$ cat config.mk
export PLATFORM = sky130hd
export DESIGN_NAME = program_counter
export DESIGN_NICKNAME = d
export VERILOG_FILES = /design/src/rtl/byter_pkg.sv /design/src/rtl/pc_next.sv /design/src/rtl/program_counter.sv
export SDC_FILE = /design/constraint.sdc
export NUM_CORES = 1
export LEC_CHECK = 0
export ABC_AREA = 1
export ABC_CLOCK_PERIOD_IN_PS = 2300
export CAP_MARGIN = 10
export CORE_UTILIZATION = 46
export DETAILED_ROUTE_END_ITERATION = 8
export PLACE_DENSITY = 0.79
export SYNTH_ARGS = -nofsm -noshare
export SYNTH_HDL_FRONTEND = slang
export SYNTH_HIERARCHICAL = 1
export SYNTH_SLANG_ARGS = --single-unit
$ cat constraint.sdc
create_clock -name clk -period 2.3 [get_ports clk]
set_input_delay 0.46 -clock clk [delete_from_list [all_inputs] [get_ports clk]]
set_output_delay 0.46 -clock clk [all_outputs]
set_load 0.05 [all_outputs]
$ cat src/rtl/byter_pkg.sv
// Shared constants and types for the byter CPU core.
package byter_pkg;
    localparam int PC_WIDTH = 12;
    localparam int PC_RESET = 0;
    typedef logic [PC_WIDTH-1:0] pc_t;
endpackage

$ cat src/rtl/pc_next.sv
// Next program-counter value, purely combinational. Priority is load, then increment, then hold.
// Latency 0 (comb); no backpressure.
module pc_next #(
    parameter int WIDTH = 12
) (
    input  logic             load_i,
    input  logic             enable_i,
    input  logic [WIDTH-1:0] pre_load_i,
    input  logic [WIDTH-1:0] cur_i,
    output logic [WIDTH-1:0] nxt_o
);
    localparam logic [WIDTH-1:0] ONE = {{(WIDTH-1){1'b0}}, 1'b1};

    always_comb begin
        nxt_o = cur_i;
        if (load_i) begin
            nxt_o = pre_load_i;
        end else if (enable_i) begin
            // Increment wraps modulo 2^WIDTH. The carry is dropped on purpose.
            nxt_o = cur_i + ONE;
        end
    end
endmodule

$ cat src/rtl/program_counter.sv
// Fetch-address register. Async active-low clear, then load, then increment, then hold.
// Latency 1 clk from enable/load to value; no backpressure (every edge is accepted).
module program_counter
    import byter_pkg::*;
#(
    parameter int               WIDTH       = PC_WIDTH,
    parameter logic [WIDTH-1:0] RESET_VALUE = WIDTH'(PC_RESET)
) (
    input  logic             clk,
    input  logic             enable,
    input  logic             reset,
    input  logic             load,
    input  logic [WIDTH-1:0] pre_load,
    output logic [WIDTH-1:0] value
);
    logic [WIDTH-1:0] value_q;
    logic [WIDTH-1:0] value_d;

    pc_next #(.WIDTH(WIDTH)) u_pc_next (
        .load_i     (load),
        .enable_i   (enable),
        .pre_load_i (pre_load),
        .cur_i      (value_q),
        .nxt_o      (value_d)
    );

    always_ff @(posedge clk or negedge reset) begin
        if (!reset) begin
            value_q <= RESET_VALUE;
        end else begin
            value_q <= value_d;
        end
    end

    assign value = value_q;
endmodule

# Word-level counts from Yosys, hierarchy flattened
# Cells that the tools add are included.
[word_totals]
out_inout_bits = 12
elab_cells = 5
reg_bits = 12
input_bits = 16
[classes]
reduce_logical = 1
n_mux = 2
addsub = 1
[ops]
columns = ["operator", "n"]
rows = [
  ["2-to-1 mux 12 bit", 2],
  ["adder 12 x 1 -> 12 bit (second input constant)", 1],
  ["nonzero test 2 bit", 1],
]

# Longest topological paths before layout
# Gate-level depths: netlist (run 1).
[depth]
depth_word = 3
depth_mapped = 7
mapped_depth_nobuf = 7

# Modules after synthesis
# Netlist (run 1), hierarchy kept.
[by_module_without_submodules]
columns = ["mod", "cells_each", "seq_area_each_um2", "area_each_um2", "n_inst"]
rows = [
  ["pc_next", 90, 0.0, 444.2, 1],
  ["program_counter", 12, 300.3, 300.3, 1],
]

# Worst setup path before layout (run 1)
# Ideal clock, no wire load.
[synth_timing]
kind = "reg2reg"
from = "register value_q[0] (netlist: value[0])"
to = "register value_q[6] (netlist: value[6])"
slack_ns = 0.741
path_stages_with_launch = 7
synth_period_minus_slack_ns = 1.559
setup_time_ns = 0.125
required_time_ns = 2.175
t_arrival_ns = 1.434
n_path_buf = 0
cell_sequence = "dfrtp_1 -> ha_1 -> nand3_2 -> nor2_4 -> nand2_1 -> a21oi_1 -> a21oi_1"
[synth_between]
elab_chain_cells = 3
[synth_rtl]
columns = ["item", "line_no", "source"]
rows = [
  ["start, declared", "program_counter.sv:16", "logic [WIDTH-1:0] value_q;"],
  ["start signal, assigned", "program_counter.sv:31", "value_q <= value_d;"],
  ["adder 12 x 1 -> 12 bit", "pc_next.sv:20", "nxt_o = cur_i + ONE;"],
  ["2-to-1 mux 12 bit", "pc_next.sv:18", "end else if (enable_i) begin"],
  ["2-to-1 mux 12 bit", "pc_next.sv:16", "if (load_i) begin"],
  ["net value_d[6]", "program_counter.sv:17", "logic [WIDTH-1:0] value_d;"],
]
# The timed path passes the listed nets, and every way through them passes these cells. The select of a mux whose other input is x is not followed.
# A chain may end at the register's enable or synchronous reset.

# Final worst setup path (run 1)
[layout_timing]
from = "register value_q[4] (netlist: value[4])"
to = "output port value[4]"
[layout_lines]
columns = ["item", "line_no", "source"]
rows = [
  ["end, declared", "program_counter.sv:14", "output logic [WIDTH-1:0] value"],
]
# No word-level cell between the ends.

==> impl_metrics.json, run 1 <==
{
  "outcome": "finished, final reports clean",
  "grt_first_pass_wirelength_mm": 3.09,
  "htree_levels": 1,
  "grt_pass1_vias": 728,
  "path_buf_inv": 1,
  "diodes": 0,
  "vias_per_cell": 5.17,
  "avgRoutedWirePerCell_microns": 13.0,
  "worst_ep_arrival_time_ns": 1.53,
  "syn-instance-count": 102,
  "postLayoutCoreUtil_pct": 71.0,
  "fp.dieArea_sq_mm": 0.00178,
  "grt_usage_pct": 22.8,
  "period_share_pct": 86.5,
  "num_vias": 765,
  "ctsResizeCount": 0,
  "cp-start-kind": "flip-flop",
  "wirelength_mm": 1.92,
  "p_sw_uw": 241,
  "area_delta_synth_final_pct": 43.7,
  "async_reset_ff_share_pct": 100,
  "rsz0062_at_grt": "false",
  "ys_seq_area_share_pct": 40.3,
  "antenna_left": 0,
  "intPower_uw": 411,
  "fin_hold_ws_ns": 0.540,
  "critPathTopFamily": "buffers and inverters",
  "cts_buffer_depth": 2,
  "start_util_pct": 49.4,
  "synth.avg_cell_area_sq_um": 7.30,
  "multi_input_area_sq_um": 394,
  "cp_slowest_cell": "clkdlybuf4s50_1",
  "first_iter_violations": 26,
  "maxSlewHeadroom_pct": 63.1,
  "rows": 14,
  "cts_tree": "built",
  "layout-drive-gt1-share_pct": 9.85,
  "synthFlopType": "dfrtp_1",
  "preCtsSetupSlack_ns": 0.477,
  "synth.distinct_cells": 21,
  "dr.pass1.iters": 4,
  "register_area_sq_um": 300,
  "worstSkewPairLatency_ns": 0.27,
  "crit_chain": "clkdlybuf4s50_1",
  "yosysTopAreaCellShare_pct": 40.3,
  "finClkSkew_ns": 0.00375,
  "ys_ff_latch": 12,
  "place_inst": 144,
  "fin_ws_ns": 0.310,
  "fmax_mhz": 503,
  "p_per_area_mw_per_mm2": 610,
  "clock-sinks": 12,
  "finalInstanceArea_sq_mm": 0.00107,
  "critPathRequiredTime_ns": 1.84,
  "synth_area_sq_um": 744,
  "cts_root_buf": "clkbuf_4",
  "fp.dieW_microns": 42.2,
  "seq_power_share_pct": 39.2,
  "p_leak_nw": 0.497,
  "syn_nets": 119,
  "hold_viol": 0,
  "antenna_found_initial": 0,
  "grt_max_degree": 14,
  "setup_violations": 0,
  "postCtsHoldBufs": 0,
  "cts_setup_buffers": 0,
  "combPwrFrac_pct": 35.0,
  "place_area_sq_mm": 0.00103,
  "setup_tns_ns": 0,
  "yosysTopAreaCell": "dfrtp_1",
  "max_stage_delay_ns": 0.83,
  "power.share.switching_pct": 37.0,
  "io_pins": 28,
  "place.gp.congestion": 0.801,
  "power_frac_clock_pct": 25.8,
  "largest_reg_flops": 12,
  "vdd_drop_max_uv": 435,
  "synth_edf_count": 0,
  "ys_top_cells_by_area": "dfrtp_1 (40%), nand2_1 (18%), inv_1 (5.0%)",
  "fin_cells": 148,
  "critPathCaptureType": "output port",
  "grt.overflow.total": 0,
  "route.detailed.drc": 0,
  "total_power_uw": 653,
  "cts.clk_slew.worst_paths_ns": 0.08,
  "fin_crit_ns": 1.99,
  "ys_warn_count": 6,
  "dpl.hpwl_mm": 1.34,
  "fin_nets": 150,
  "path_max_fanout": 6,
  "numCtsBuffers": 3,
  "nFillCells": 115,
  "worst_slew_pin_slew_ns": 0.552,
  "min_path_type": "in -> async",
  "core_sq_mm": 0.00151,
  "die_h_microns": 42.2,
  "drv_cap": 0,
  "portBuffers": 27,
  "path_class": "reg -> out",
  "final_max_slew_viol_count": 0
}
==> power groups by stage <==
stage          Clock [mW]  Sequential (mW)  Combinational (mW)
6_report            0.169            0.256               0.228
5_1_grt             0.180            0.259               0.243
4_1_cts             0.175            0.255               0.228
3_5_place_dp            0            0.259               0.227
3_3_place_gp            0            0.258               0.221
2_1_floorplan           0            0.329              0.0654
==> routing by layer <==
metal,vias to the layer above,global-route usage (%),wire length (microns)
met5,-,0,0
met4,0,10.0,10
met3,2,2.59,95
met2,32,37.5,931
met1,340,30.1,879
li1,391,-,-
==> path summary, 6_finish.rpt <==
path / slack (ns) / start / depth (start not counted) / end
worst max-delay path: 0.31 / value[4] / 1 / value[4]
worst min-delay path: 0.54 / reset / 1 / value[0]
worst max register to register: 0.90 / value[0] / 6 / value[6]
worst min register to register: 0.60 / value[1] / 2 / value[1]
max in group asynchronous: 1.39 / reset / 1 / value[7]
min in group clk: 0.60 / value[1] / 2 / value[1]
==> area by class of cell <==
cell class / count / area share, %
multi-input combinational: 77 / 36.8
inverter: 11 / 3.86
sequential: 12 / 28.1
clock buffer: 4 / 3.39
tap: 16 / 1.87
timing repair buffer: 28 / 26.0
==> synth_stat cells (2+ instances only) <==
cell type and instances:
inv_1 10, o21ai_1 5, dfrtp_1 12, a21oi_1 5
nand2_1 35, nor2_4 2, nor2_1 8, nand2_2 2
nand4_1 5, nand3_1 7
==> kinds of logic (layout without fill, tap and decap cells) <==
logic type               after synthesis  count (layout)  synth area share [%]
buffers and inverters                 13              43                  6.72
flip-flops                            12              12                  40.3
AND/OR/NAND/NOR                       64              64                  42.0
adder cells (fa/ha/maj)                1               1                  1.68
AO/OA/AOI/OAI                         12              12                  9.24
==> worst register-to-register path, delay by kind of cell (launching register included) <==
| kind | cells | cell delay [ns] |
|---|---|---|
| adders and majority gates | 1 | 0.21 |
| DFF | 1 | 0.43 |
| AOI/OAI and AO/OA | 2 | 0.27 |
| and+or+nand+nor | 3 | 0.37 |
==> cells in the final DEF (no fill, tap or decap), drive strengths merged <==
master | netlist | layout
nand2 | 37 | 37
clkdlybuf4s50 | 0 | 27
dfrtp | 12 | 12
inv | 10 | 10
nor2 | 10 | 10
nand3 | 8 | 8
nand4 | 5 | 5
o21ai | 5 | 5
a21oi | 5 | 5
clkbuf | 1 | 4
nor3 | 2 | 2
clkinv | 1 | 1
o21bai | 1 | 1
nand3b | 1 | 1
and2 | 1 | 1
o31ai | 1 | 1
ha | 1 | 1
buf | 1 | 1
Note: power is estimated with default switching activity, not from simulation.
==> run 2: changes to the inputs <==
Settings changed: CTS_CLUSTER_SIZE set to 8, MAX_ROUTING_LAYER set to met4.
==> results of run 2 <==
The final DEF is identical to that of run 1; final timing and power are the same.
Among the figures that moved: final weighted congestion in routability-driven placement 0.801 -> 0.813; overall routing resource usage 22.8% -> 23.5%
